File: config.mk
export PLATFORM = sky130hd
export DESIGN_NAME = vga_timing_gen_flat
export DESIGN_NICKNAME = d
export VERILOG_FILES = /design/src/rtl/vga_pkg.sv /design/src/rtl/vga_if.sv /design/src/rtl/mod_counter.sv /design/src/rtl/vga_timing_gen.sv /design/src/flat_wrapper.sv
export SDC_FILE = /design/constraint.sdc
export NUM_CORES = 1
export LEC_CHECK = 0
export CORE_ASPECT_RATIO = 1.25
export CORE_MARGIN = 4
export CORE_UTILIZATION = 54
export DETAILED_ROUTE_END_ITERATION = 10
export GPL_ROUTABILITY_DRIVEN = 0
export HOLD_SLACK_MARGIN = 0.03
export PLACE_DENSITY = 0.86
export RECOVER_POWER = 50
export SYNTH_ARGS = -nofsm -noshare
export SYNTH_HDL_FRONTEND = slang
export SYNTH_SLANG_ARGS = --single-unit
File: constraint.sdc
create_clock -name clk -period 3.2 [get_ports clk]
set_input_delay 0.32 -clock clk [delete_from_list [all_inputs] [get_ports clk]]
set_output_delay 0.32 -clock clk [all_outputs]
set_load 0.05 [all_outputs]
File: src/rtl/vga_pkg.sv
// rtl/vga_pkg.sv - shared 1024x768@60 timing constants, counter width and flag helpers
package vga_pkg;

  localparam int CNT_W = 11;

  localparam int HOR_VIS         = 1024;
  localparam int HOR_SYNC_START  = 1048;
  localparam int HOR_SYNC_STOP   = 1184;
  localparam int HOR_TOTAL       = 1344;

  localparam int VER_VIS         = 768;
  localparam int VER_SYNC_START  = 771;
  localparam int VER_SYNC_STOP   = 777;
  localparam int VER_TOTAL       = 806;

  typedef logic [CNT_W-1:0] cnt_t;

  typedef struct packed {
    logic hsync;
    logic hblnk;
    logic vsync;
    logic vblnk;
  } vga_flags_t;

  // Half-open window test used for the sync pulses: lo <= x < hi.
  function automatic logic in_window(input cnt_t x, input cnt_t lo, input cnt_t hi);
    return (x >= lo) && (x < hi);
  endfunction

endpackage

File: src/rtl/vga_if.sv
// rtl/vga_if.sv - pixel-stream bundle passed between drawing pipeline stages
interface vga_if;
  import vga_pkg::*;

  cnt_t        hcount;
  logic        hsync;
  logic        hblnk;
  cnt_t        vcount;
  logic        vsync;
  logic        vblnk;
  logic [11:0] rgb;

  modport out (output hcount, hsync, hblnk, vcount, vsync, vblnk, rgb);
  modport in  (input  hcount, hsync, hblnk, vcount, vsync, vblnk, rgb);
endinterface

File: src/rtl/mod_counter.sv
// rtl/mod_counter.sv - modulo-N counter with enable, look-ahead value and wrap strobe
module mod_counter #(
  parameter int W   = 11,
  parameter int MOD = 1344
) (
  input  logic         clk,
  input  logic         rst,
  input  logic         en,
  output logic [W-1:0] count,
  output logic [W-1:0] count_next,
  output logic         wrap
);

  localparam logic [W-1:0] LAST = W'(MOD - 1);

  // Look-ahead value lets the parent register decoded flags alongside the count.
  always_comb begin
    wrap       = en && (count == LAST);
    count_next = count;
    if (en) begin
      count_next = wrap ? '0 : count + 1'b1;
    end
  end

  // Counter state; reset returns to zero.
  always_ff @(posedge clk) begin
    if (rst) begin
      count <= '0;
    end else begin
      count <= count_next;
    end
  end

endmodule

File: src/rtl/vga_timing_gen.sv
// rtl/vga_timing_gen.sv - head of the drawing pipeline: counters, sync, blanking, black rgb
module vga_timing_gen
  import vga_pkg::*;
#(
  parameter int HVIS        = HOR_VIS,
  parameter int HSYNC_START = HOR_SYNC_START,
  parameter int HSYNC_STOP  = HOR_SYNC_STOP,
  parameter int HTOTAL      = HOR_TOTAL,
  parameter int VVIS        = VER_VIS,
  parameter int VSYNC_START = VER_SYNC_START,
  parameter int VSYNC_STOP  = VER_SYNC_STOP,
  parameter int VTOTAL      = VER_TOTAL
) (
  input  logic clk,
  input  logic rst,
  vga_if.out   out,
  output logic frame_start
);

  if ((HTOTAL > (1 << CNT_W)) || (VTOTAL > (1 << CNT_W))) begin : g_total_too_big
    $error("vga_timing_gen: HTOTAL/VTOTAL exceed counter range");
  end

  if (!((HVIS < HSYNC_START) && (HSYNC_START < HSYNC_STOP) && (HSYNC_STOP <= HTOTAL))) begin : g_bad_hor
    $error("vga_timing_gen: horizontal timing parameters out of order");
  end

  if (!((VVIS < VSYNC_START) && (VSYNC_START < VSYNC_STOP) && (VSYNC_STOP <= VTOTAL))) begin : g_bad_ver
    $error("vga_timing_gen: vertical timing parameters out of order");
  end

  localparam cnt_t HVIS_C   = CNT_W'(HVIS);
  localparam cnt_t HSS_C    = CNT_W'(HSYNC_START);
  localparam cnt_t HSE_C    = CNT_W'(HSYNC_STOP);
  localparam cnt_t VVIS_C   = CNT_W'(VVIS);
  localparam cnt_t VSS_C    = CNT_W'(VSYNC_START);
  localparam cnt_t VSE_C    = CNT_W'(VSYNC_STOP);

  cnt_t       hcnt;
  cnt_t       hcnt_next;
  cnt_t       vcnt;
  cnt_t       vcnt_next;
  logic       h_wrap;
  logic       v_wrap;
  vga_flags_t flags_next;

  mod_counter #(.W(CNT_W), .MOD(HTOTAL)) u_hcnt (
    .clk        (clk),
    .rst        (rst),
    .en         (1'b1),
    .count      (hcnt),
    .count_next (hcnt_next),
    .wrap       (h_wrap)
  );

  mod_counter #(.W(CNT_W), .MOD(VTOTAL)) u_vcnt (
    .clk        (clk),
    .rst        (rst),
    .en         (h_wrap),
    .count      (vcnt),
    .count_next (vcnt_next),
    .wrap       (v_wrap)
  );

  // Decode from the look-ahead counts so each registered flag matches the count it lands with.
  always_comb begin
    flags_next       = '0;
    flags_next.hblnk = (hcnt_next >= HVIS_C);
    flags_next.hsync = in_window(hcnt_next, HSS_C, HSE_C);
    flags_next.vblnk = (vcnt_next >= VVIS_C);
    flags_next.vsync = in_window(vcnt_next, VSS_C, VSE_C);
  end

  // Output registers; frame_start fires when both counters roll over together.
  always_ff @(posedge clk) begin
    if (rst) begin
      out.hsync   <= 1'b0;
      out.hblnk   <= 1'b0;
      out.vsync   <= 1'b0;
      out.vblnk   <= 1'b0;
      out.rgb     <= 12'h000;
      frame_start <= 1'b0;
    end else begin
      out.hsync   <= flags_next.hsync;
      out.hblnk   <= flags_next.hblnk;
      out.vsync   <= flags_next.vsync;
      out.vblnk   <= flags_next.vblnk;
      out.rgb     <= 12'h000;
      frame_start <= h_wrap && v_wrap;
    end
  end

  assign out.hcount = hcnt;
  assign out.vcount = vcnt;

endmodule

File: src/flat_wrapper.sv
// flat-port wrapper written by rule: the top's interface ports become plain ports
module vga_timing_gen_flat import vga_pkg::*;
#(
  parameter int HVIS        = HOR_VIS,
  parameter int HSYNC_START = HOR_SYNC_START,
  parameter int HSYNC_STOP  = HOR_SYNC_STOP,
  parameter int HTOTAL      = HOR_TOTAL,
  parameter int VVIS        = VER_VIS,
  parameter int VSYNC_START = VER_SYNC_START,
  parameter int VSYNC_STOP  = VER_SYNC_STOP,
  parameter int VTOTAL      = VER_TOTAL
)
  (clk, rst, frame_start, out_hcount, out_hsync, out_hblnk, out_vcount, out_vsync, out_vblnk, out_rgb);
  vga_if out_i ();
  input  logic clk;
  input  logic rst;
  output logic frame_start;
  output wire logic [$bits(out_i.hcount)-1:0] out_hcount;
  output wire logic [$bits(out_i.hsync)-1:0] out_hsync;
  output wire logic [$bits(out_i.hblnk)-1:0] out_hblnk;
  output wire logic [$bits(out_i.vcount)-1:0] out_vcount;
  output wire logic [$bits(out_i.vsync)-1:0] out_vsync;
  output wire logic [$bits(out_i.vblnk)-1:0] out_vblnk;
  output wire logic [$bits(out_i.rgb)-1:0] out_rgb;
  assign out_hcount = out_i.hcount;
  assign out_hsync = out_i.hsync;
  assign out_hblnk = out_i.hblnk;
  assign out_vcount = out_i.vcount;
  assign out_vsync = out_i.vsync;
  assign out_vblnk = out_i.vblnk;
  assign out_rgb = out_i.rgb;
  vga_timing_gen #(.HVIS(HVIS), .HSYNC_START(HSYNC_START), .HSYNC_STOP(HSYNC_STOP), .HTOTAL(HTOTAL), .VVIS(VVIS), .VSYNC_START(VSYNC_START), .VSYNC_STOP(VSYNC_STOP), .VTOTAL(VTOTAL)) u_core (.clk(clk), .rst(rst), .out(out_i), .frame_start(frame_start));
endmodule
# Word level (Yosys, flattened, before mapping)
# Cells that the tools add are included.
[totals]
register_bits = 27
input_bits = 2
output_inout_bits = 39
wordCells = 24
[classes]
n_addsub = 2
magnitude_cmp = 6
n_eq_ne = 2
muxes = 3
reduce_logical = 4
[op_table]
columns = ["cell", "count"]
rows = [
  ["$mux 11", 3],
  ["$add 11x1->11 const B", 2],
  ["$ge 11x10->1 const B", 2],
  ["$ge 11x11->1 const B", 2],
  ["$eq 11x10->1 const B", 1],
  ["$eq 11x11->1 const B", 1],
  ["$lt 11x10->1 const B", 1],
  ["$lt 11x11->1 const B", 1],
  ["$logic_and 1x1->1", 4],
]

# Logic depth before layout (Yosys ltp)
[depth]
word_depth = 6
mapped_depth = 8

# Modules after synthesis
# A second synthesis with hierarchy kept.
[unflattened]
hier_cells = 187
area_unflattened_um2 = 1664.1
[by_module_without_submodules]
columns = ["mod", "n_inst", "cells_per_inst", "area_per_inst_um2", "seq_area_each_um2"]
rows = [
  ["mod_counter at u_core.u_hcnt", 1, 85, 773.2, 220.2],
  ["mod_counter at u_core.u_vcnt", 1, 67, 601.8, 220.2],
  ["vga_timing_gen", 1, 35, 289.0, 100.1],
]

# Worst setup path before layout
# OpenSTA, ideal clock, no wires.
[synth_timing]
kind = "register -> register"
from = "register u_core.u_hcnt.count[2]"
to = "register u_core.out.vsync"
t_arrival_ps = 2294
required_time_ps = 3097
path_slack_ps = 802
path_stages_with_launch = 9
path_buffers = 2
synth_period_minus_slack_ps = 2398
cell_sequence = "dfxtp_1 > clkbuf_2 > and4_4 > nand4_4 > or3_1 > buf_2 > xor2_1 > a221oi_2 > a2111oi_2"
[synth_via]
elab_chain_len = 6
elab_cells_between_ends = 7
cone_classes = "order compare: 2; eq/ne: 1; mux: 2; reduce/logical: 2"
[synth_lines]
columns = ["element", "line_no", "source"]
rows = [
  ["start, declared", "mod_counter.sv:9", "output logic [W-1:0] count,"],
  ["start signal, assigned", "mod_counter.sv:30", "count <= count_next;"],
  ["$eq 11x11->1 (*)", "mod_counter.sv:18", "wrap = en && (count == LAST);"],
  ["$logic_and 1x1->1", "mod_counter.sv:18", ""],
  ["$mux 11", "mod_counter.sv:21", "count_next = wrap ? '0 : count + 1'b1;"],
  ["$mux 11 (*)", "mod_counter.sv:20", "if (en) begin"],
  ["$ge 11x10->1 / $lt 11x10->1 (equally long branches)", "vga_pkg.sv:27", "return (x >= lo) && (x < hi);"],
  ["$logic_and 1x1->1 (*)", "vga_pkg.sv:27", ""],
  ["end, declared", "vga_if.sv:13", "modport out (output hcount, hsync, hblnk, vcount, vsync, vblnk, rgb);"],
]
# Every way passes the cells marked *; elsewhere a longest branch is shown, timed or not.
# A chain may end at the register's enable or synchronous reset.

# Worst setup path in the final report
[layout_timing]
from = "register u_core.u_hcnt.count[8]"
to = "register u_core.out.vsync"
# The elaborated chain is that of the path after synthesis.

==> PnR_summary.wiki <==
{| class="wikitable"
! Metric !! Value
|-
| Result of the run || finished clean
|-
| Maximum fanout along the worst path || 17
|-
| Proportion of netlist area held by the largest area contributor || 31.0%
|-
| Area of the multi-input gates || 1050 sq um
|-
| Wire length of the first global-routing pass || 6400 microns
|-
| Startpoint kind of the worst setup timing path || flip-flop
|-
| Setup TNS || 0 ns
|-
| Global router's overall resource usage || 18.5%
|-
| Hold buffer count at CTS || 0
|-
| Ordered list of cells on the worst path || nor3b_4 > and4_1 > o211a_1 > a21o_1 > a221oi_2 > a2111oi_2
|-
| Critical path required time || 3.42 ns
|-
| Via count of the first global-routing pass || 1,460
|-
| Critical Setup Path Class || flip-flop to flip-flop
|-
| Per-instance average area after synthesis || 8.11 sq um
|-
| Hold path startpoint || u_core.u_hcnt.count[0]$_SDFF_PP0_
|-
| Initial DRC count || 58
|-
| Pin count of the biggest net entering global routing || 18
|-
| Buffer and inverter count on the worst path || 0
|-
| Clock buffers created by TritonCTS || 3
|-
| Largest family of logic cells by synthesized area || simple AND/OR/NAND/NOR gates
|-
| Total power divided by cell area || 286 nW/um^2
|-
| CTS tree || built
|-
| Max stage delay cell, worst path || and4_1
|-
| Basic-gate share of the synthesized area counting and, or, nand and nor cells || 30.7%
|-
| Worst skew pair latency || 0.34 ns
|-
| Static power due to leakage || 0.732 nW
|-
| Number of gates resized after CTS || 0
|-
| FFs w/ async S/R, synth || 0%
|-
| Routed vias || 1,557
|-
| Final worst slack || 0.760 ns
|-
| Final ANT Viol Nets || 0
|-
| Maximum capacitance violations || 0
|-
| Post CTS Setup Buffer Count || 0
|-
| Detailed Route WL || 3840 microns
|-
| Placement Setup Slack || 0.927 ns
|-
| Maximum resistive drop on vdd || 0.235 mV
|-
| Cell area after synthesis || 1740 sq um
|-
| Bufs on Longest Clock Path || 2
|-
| Total congestion overflow after global routing || 0
|-
| Final cycle utilization of the critical path || 76.2%
|-
| Share of cell area taken by muxes after synthesis || 0%
|-
| PortBufs || 28
|-
| Relative slew margins || 61.2%
|-
| HPWL after detailed placement || 2820 microns
|-
| Diodes inserted || 0
|-
| Signed area change from the synthesized netlist to the final layout || 12.8%
|-
| Via density || 5.83
|-
| Sequential standard cell area || 541 sq um
|-
| Adder-cell share of the synthesized area || 2.15%
|-
| Routed length per placed instance || 14.4 microns
|-
| Arrival time of data at the critical path endpoint || 2.66 ns
|-
| Kind of end point of the critical path || flip-flop
|-
| Synthesized flop and latch total || 27
|-
| Gate Count Post-Synth || 215
|-
| Commonest cells after routing, fill and taps aside || dfxtp_1, nor2_1, nand2_1
|-
| Effective utilization at floorplan || 57.6%
|-
| Count of flip-flops with a built-in enable after synthesis || 0
|-
| Height of the die || 71.5 microns
|-
| CTS clock-pin slew for the worst setup and hold paths || 0.16 ns
|-
| Most common cell after layout, fill and taps aside || dfxtp_1
|-
| Remaining routing DRC violations || 0
|-
| Terminus of the critical flop-to-flop path || u_core.out.vsync$_SDFF_PP0_
|-
| Share of the synthesized area in compound gates (AO/OA/AOI/OAI) || 16.9%
|-
| Clock root buffer master || clkbuf_4
|-
| Register-to-register setup slack || 0.76 ns
|-
| Hold Crit Depth || 1
|-
| Layout fillers || 273
|-
| Final net count || 237
|-
| Core region area || 3030 sq um
|-
| Slew at the pin closest to its max-slew limit || 0.582 ns
|-
| Number of antenna violations at the first check in global routing || 0
|-
| Post-synthesis sequential area ratio || 31.0%
|-
| Sink count of the clock tree || 27
|-
| Maximum clock skew at final layout || 0.0217 ns
|-
| IO Count || 41
|-
| Area after detailed placement || 1940 sq um
|-
| Delay of the slowest cell on the worst path || 0.64 ns
|-
| Most used flip-flop cell after synthesis || dfxtp_1
|-
| Yosys Warn Count || 0
|-
| Final slew viol count || 0
|-
| Hold crit path type || flip-flop to flip-flop
|-
| Tightest hold margin || 0.515 ns
|-
| Standard-cell row count || 22
|-
| Top Family by Delay on Critical Path || simple AND/OR/NAND/NOR gates
|-
| Biggest area consumer among synthesized cells || dfxtp_1
|-
| Final hold violation count || 0
|-
| Setup violations, final || 0
|-
| Reg2Reg Depth || 6
|-
| Number of optimization iterations in the first detailed-route pass || 4
|-
| Reg-to-Reg Start || u_core.u_hcnt.count[8]$_SDFF_PP0_
|-
| Highest clock rate || 0.410 GHz
|-
| CTS HTree Levels || 1
|-
| Final Core Density || 65.0%
|-
| Post-layout minimum cycle time || 2.44 ns
|-
| Number of distinct library cells after synthesis || 57
|-
| Share of the synthesized netlist area taken by xor and xnor gates || 8.03%
|-
| Post-route cell area || 1970 sq um
|-
| Overall die width || 58.8 microns
|-
| Fraction of layout cells with a size suffix above 1 || 6.93%
|-
| Sink of the worst hold path || u_core.u_hcnt.count[0]$_SDFF_PP0_
|-
| Total die area || 4210 sq um
|-
| Largest cells by area after synthesis || dfxtp_1, nor2_1, buf_4
|-
| Setup repair after global routing missed its margin || false
|}
==> sequential cells by signal, indices dropped and copies added (netlist names) <==
signal / count
u_core.out.hblnk: 1
u_core.out.vsync: 1
u_core.out.vblnk: 1
u_core.u_hcnt.count: 11
u_core.u_vcnt.count: 11
u_core.frame_start: 1
u_core.out.hsync: 1
==> routing by layer <==
metal | global-route usage, % | vias up | part of all wire, %
met5 | 0 | - | 0
met4 | 5.79 | 0 | 1.6
met3 | 2.52 | 9 | 5.7
met2 | 32.4 | 54 | 50
met1 | 22.7 | 717 | 43
li1 | - | 777 | -
==> logic make-up after synthesis <==
| kind of cell | Yosys count |
|---|---|
| compound gates | 41 |
| other cells | 1 |
| buf+inv | 32 |
| fa+ha+maj | 3 |
| xor+xnor | 16 |
| simple gates | 95 |
| flops | 27 |
==> worst max path at each step <==
stage          slack, ns                          end                               from  cells after the start
2_1_floorplan       0.80  u_core.out.vsync$_SDFF_PP0_  u_core.u_hcnt.count[2]$_SDFF_PP0_                      8
3_3_place_gp         1.0  u_core.out.vsync$_SDFF_PP0_  u_core.u_vcnt.count[3]$_SDFF_PP0_                      5
3_5_place_dp        0.93  u_core.out.vsync$_SDFF_PP0_  u_core.u_hcnt.count[0]$_SDFF_PP0_                      6
4_1_cts             0.88  u_core.out.vsync$_SDFF_PP0_  u_core.u_hcnt.count[8]$_SDFF_PP0_                      6
5_1_grt             0.58  u_core.out.vsync$_SDFF_PP0_  u_core.u_hcnt.count[0]$_SDFF_PP0_                      6
6_report            0.76  u_core.out.vsync$_SDFF_PP0_  u_core.u_hcnt.count[8]$_SDFF_PP0_                      6
==> through the flow <==
| step | cells | power (mW) |
|---|---|---|
| floorplan | 226 | 0.418 |
| global route | 267 | 0.580 |
| finish | 267 | 0.562 |
| global placement | 263 | 0.418 |
| CTS | 267 | 0.566 |
| detailed placement | 263 | 0.418 |
==> cells in the mapped netlist (all sizes together) (2+ instances only) <==
cell type	number
a311oi	2
a21o	4
ha	3
or4	2
a2111oi	2
nor4	2
clkbuf	6
nor3b	2
inv	4
nor3	10
a31oi	3
xor2	10
nand3	5
and3	6
a21oi	10
buf	22
nor2	25
and4	2
and2	2
nand4	8
o31ai	2
xnor2	6
o31a	3
or3	2
o21ai	6
nand2	22
a211oi	2
dfxtp	27
==> worst register-to-register path, cell delays in order, from the launching register on <==
cell	delay [ns]
dfxtp_1	0.48
nor3b_4	0.38
and4_1	0.64
o211a_1	0.28
a21o_1	0.13
a221oi_2	0.06
a2111oi_2	0.36
==> final cells by class <==
cell class	instances	share of cell area, %
inverter	4	0.763
tap	36	2.29
sequential	27	27.5
clock inverter	1	0.254
timing repair buffer	29	14.6
multi-input combinational	167	53.5
clock buffer	3	1.14
==> power by group <==
group          switching (mW)  total (mW)  internal (mW)
Combinational          0.0556      0.0668         0.0112
Clock                   0.104       0.151         0.0469
Sequential            0.00430       0.344          0.340
Total                   0.164       0.562          0.398
No activity file was read; power rests on OpenSTA's default activity.
